### config.mk
export PLATFORM = sky130hd
export DESIGN_NAME = fpu_issue_ctrl
export DESIGN_NICKNAME = d
export VERILOG_FILES = /design/src/rtl/fpu_issue_ctrl.sv
export SDC_FILE = /design/constraint.sdc
export NUM_CORES = 1
export LEC_CHECK = 0
export CAP_MARGIN = 20
export CORE_MARGIN = 10
export CORE_UTILIZATION = 45
export DETAILED_ROUTE_END_ITERATION = 10
export MAX_ROUTING_LAYER = met4
export PLACE_DENSITY = 0.95
export SLEW_MARGIN = 20
export SYNTH_ARGS = -nofsm -noshare
export SYNTH_HDL_FRONTEND = slang
export SYNTH_SLANG_ARGS = --single-unit
### constraint.sdc
create_clock -name clock100KHz -period 7.7 [get_ports clock100KHz]
set_input_delay 1.54 -clock clock100KHz [delete_from_list [all_inputs] [get_ports clock100KHz]]
set_output_delay 1.54 -clock clock100KHz [all_outputs]
set_load 0.005 [all_outputs]
### src/rtl/fpu_issue_ctrl.sv
// FPU issue controller: latches an operand pair, waits a fixed compute window, then holds the captured result.
// Optional FPU_ISSUE_OPCOUNT_EN adds a 16-bit completed-result counter (op_count).
module fpu_issue_ctrl #(
  parameter int unsigned WAIT_CYCLES = 100
) (
  input  logic        clock100KHz,
  input  logic        reset,
  input  logic        in_valid,
  output logic        in_ready,
  input  logic [31:0] in_A,
  input  logic [31:0] in_B,
  output logic [31:0] op_A_out,
  output logic [31:0] op_B_out,
  input  logic [31:0] fpu_data,
  input  logic [3:0]  fpu_status,
  output logic [31:0] res_data,
  output logic [3:0]  res_status,
  output logic        res_valid,
  input  logic        res_ready,
  input  logic        abort
`ifdef FPU_ISSUE_OPCOUNT_EN
  ,
  output logic [15:0] op_count
`endif
);

  localparam int unsigned CNT_W = 8;
  localparam int unsigned OC_W  = 16;

  typedef enum logic [1:0] {IDLE, WAIT, HOLD} state_t;

  state_t           state, state_nxt;
  logic [CNT_W-1:0] cnt, cnt_nxt;
  logic             accept, capture, handshake;

  // Next-state, counter and strobe decode; abort dominates every other event.
  always_comb begin
    state_nxt = state;
    cnt_nxt   = cnt;
    accept    = 1'b0;
    capture   = 1'b0;
    handshake = 1'b0;
    case (state)
      IDLE: begin
        if (!abort && in_valid) begin
          accept    = 1'b1;
          cnt_nxt   = CNT_W'(WAIT_CYCLES - 1);
          state_nxt = WAIT;
        end
      end
      WAIT: begin
        if (abort) begin
          state_nxt = IDLE;
        end else if (cnt == '0) begin
          capture   = 1'b1;
          state_nxt = HOLD;
        end else begin
          cnt_nxt = cnt - CNT_W'(1);
        end
      end
      HOLD: begin
        if (abort) begin
          state_nxt = IDLE;
        end else if (res_ready) begin
          handshake = 1'b1;
          state_nxt = IDLE;
        end
      end
      default: state_nxt = IDLE;
    endcase
  end

  // State, counter and registered outputs; handshake flags follow the next state.
  always_ff @(posedge clock100KHz or posedge reset) begin
    if (reset) begin
      state      <= IDLE;
      cnt        <= '0;
      op_A_out   <= '0;
      op_B_out   <= '0;
      res_data   <= '0;
      res_status <= '0;
      res_valid  <= 1'b0;
      in_ready   <= 1'b1;
    end else begin
      state     <= state_nxt;
      cnt       <= cnt_nxt;
      in_ready  <= (state_nxt == IDLE);
      res_valid <= (state_nxt == HOLD);
      if (accept) begin
        op_A_out <= in_A;
        op_B_out <= in_B;
      end
      if (capture) begin
        res_data   <= fpu_data;
        res_status <= fpu_status;
      end
    end
  end

`ifdef FPU_ISSUE_OPCOUNT_EN
  // Counts accepted results only; aborted operations never reach a handshake.
  always_ff @(posedge clock100KHz or posedge reset) begin
    if (reset) begin
      op_count <= '0;
    end else if (handshake) begin
      op_count <= op_count + OC_W'(1);
    end
  end
`else
  logic unused_handshake;
  assign unused_handshake = handshake;
`endif

endmodule
==> flow_metrics.tcl <==
set metrics [dict create \
    critPathRequiredTime_ns 7.96 \
    synth_commonest_cells "dfrtp_1 (111), mux2_2 (73), mux2_4 (30), nor2_1 (10), buf_2 (6)" \
    yosysMostFrequentCell "dfrtp_1" \
    post-route-period-util 0.4029 \
    crit_arrival_ns 3.36 \
    reg2reg_depth 5 \
    avgSynthCellArea_um2 16.11 \
    clock_path_buffers 2 \
    fill_cells 665 \
    worst_slew_pin_slew_ns 0.8295 \
    netlist_area_mm2 0.004494 \
    syn_inst 279 \
    ys_ff_latch 112 \
    cts.sinks 112 \
    hold_viol 0 \
    drt-pass1-iter-count 4 \
    ys_types 31 \
    io_buffers 206 \
    die_width_um 119.9 \
    setup_violations 0 \
    dp_hpwl_mm 10.17 \
    cts_buffers 9 \
    h-tree-depth 3 \
    syn2layout_area_growth_pct 52.42 \
    grt_use_total 0.1792 \
    p_per_area_mw_per_mm2 201.6 \
    clk-insertion-delay-late_ns 0.37 \
    synth-edff-count 0 \
    final_nets 593 \
    cp-end-kind "register" \
    grt_max_degree 69 \
    setup_tns_ns 0 \
    vias 3111 \
    avgRoutedWirePerCell_um 20.54 \
    layout-drive-gt1-share 0.2683 \
    synth.area.top_cells "dfrtp_1 (62%), mux2_2 (18%), mux2_4 (10%)" \
    core_mm2 0.009729 \
    hold_buffers 0 \
    cts.reportedPaths.clkPinSlew_ns 0.10 \
    relSlewSlack 0.4470 \
    hold_depth 1 \
    crit_fanout 52 \
    fin_util 0.7041 \
    tritoncts "done" \
    leakagePower_nw 3.008 \
    grt_pass1_wl_mm 19.53 \
    n_antenna_cell 0 \
    row_count 36 \
    status "complete, no violations" \
    report.final.slew_viol_count 0 \
    seq_area_frac_synth 0.6239 \
    synth-main-ff-cell "dfrtp_1" \
    yosysTopAreaCell "dfrtp_1" \
    drt_iter0_drc 177 \
    crit_type "input pin to register" \
    grt_pass1_vias 3470 \
    die_height_um 119.9 \
    period_minus_slack_ns 3.102 \
    synthesis.nets 385 \
    cts_root_buffer "clkbuf_8" \
    overflow 0 \
    initial_core_util 0.4619 \
    drt-total-wl_mm 12.84 \
    drc 0 \
    die_area_mm2 0.01438 \
    antenna_found_initial 0 \
    hold_class "register to register" \
    synth_top_area_frac 0.6180 \
    startpoint_type "input pin" \
    via_per_inst 4.978 \
    ys_async_sr_fraction 1.000 \
    antenna_left 0 \
    cts_setup_buffers 0 \
    yosysWarnings 0 \
    fin_skew_ns 0.01070 \
    maxCapViolations 0 \
    pin_count 207 \
    rsz0062_at_grt "false" \
    cts_resized 0 \
    irDropWorstVdd_mv 0.1217 \
    gp_congestion 0.7653 \
    clock.fmax_mhz 322.4 \
]
through the flow:
step	total power, W	instances	area, µm²	setup slack [ns]	hold slack (ns)
floorplan	0.0008123	279	4494	3.203	0.5041
global placement	0.001026	609	6653	4.261	0.4876
detailed placement	0.001046	609	6653	4.204	0.4920
CTS	0.001397	625	6850	4.606	0.5178
global route	0.001446	625	6850	4.484	0.5321
finish	0.001381	625	6850	4.598	0.5149
sequential cells by signal, summed over array words and instances, names as in the netlist:
signal,cells
op_B_out,32
res_valid,1
state,2
res_data,32
cnt,8
in_ready,1
res_status,4
op_A_out,32
where the power goes:
group          internal, W  switching [W]
sequential        0.000661      0.0000434
combinational     0.000224       0.000102
clock             0.000159       0.000192
total              0.00104       0.000337
layout by cell type, fill, tap and decap left out, types with 3 or more instances in the layout:
master | synthesis | final
clkdlybuf4s50_1 | 0 | 206
dfrtp_1 | 111 | 111
mux2_2 | 73 | 73
mux2_4 | 30 | 30
nor2_1 | 10 | 10
clkbuf_8 | 0 | 10
nand3_1 | 5 | 5
buf_4 | 0 | 5
nor2b_1 | 4 | 4
inv_1 | 5 | 4
nand2_1 | 3 | 3
layer usage:
| layer | wire [µm] | part of all wire | GRT usage | up-vias |
|---|---|---|---|---|
| li1 | - | - | - | 1397 |
| met1 | 5526 | 0.43 | 0.2129 | 1536 |
| met2 | 6116 | 0.48 | 0.2809 | 160 |
| met3 | 953 | 0.074 | 0.05391 | 18 |
| met4 | 239 | 0.019 | 0.07014 | 0 |
| met5 | 0 | 0 | - | - |
critical path, cell delays in order:
cell	delay [ns]
clkdlybuf4s50_1	0.50
nor4b_2	0.29
buf_4	0.58
mux2_2	0.42
layout make-up:
type / count / area, µm² / area share
Sequential cell: 112 / 2804 / 0.4093
Inverter: 5 / 21.27 / 0.003105
Clock inverter: 5 / 56.30 / 0.008219
Timing Repair Buffer: 211 / 2100 / 0.3065
Clock buffer: 11 / 141.4 / 0.02064
Tap cell: 133 / 166.4 / 0.02429
Multi-Input combinational cell: 148 / 1562 / 0.2279
cell families after synthesis:
kind of cell	count (synthesis)	synth area share
flops	112	0.6239
buf+inv	19	0.03007
mux	103	0.2831
fa+ha+maj	1	0.002784
compound gates	11	0.01698
simple gates	33	0.04315
path summary, 6_finish.rpt:
| kind | start | to | slack, ns |
|---|---|---|---|
| max | abort | op_A_out[30] | 4.60 |
| min | op_B_out[2] | op_B_out[2] | 0.51 |
| max reg2reg | cnt[2] | res_data[28] | 5.41 |
| min reg2reg | op_B_out[2] | op_B_out[2] | 0.51 |
| max in group asynchronous | reset | op_A_out[10] | 4.90 |
| min in group asynchronous | reset | op_B_out[2] | 1.57 |
Note: power is estimated with default switching activity, not from simulation.
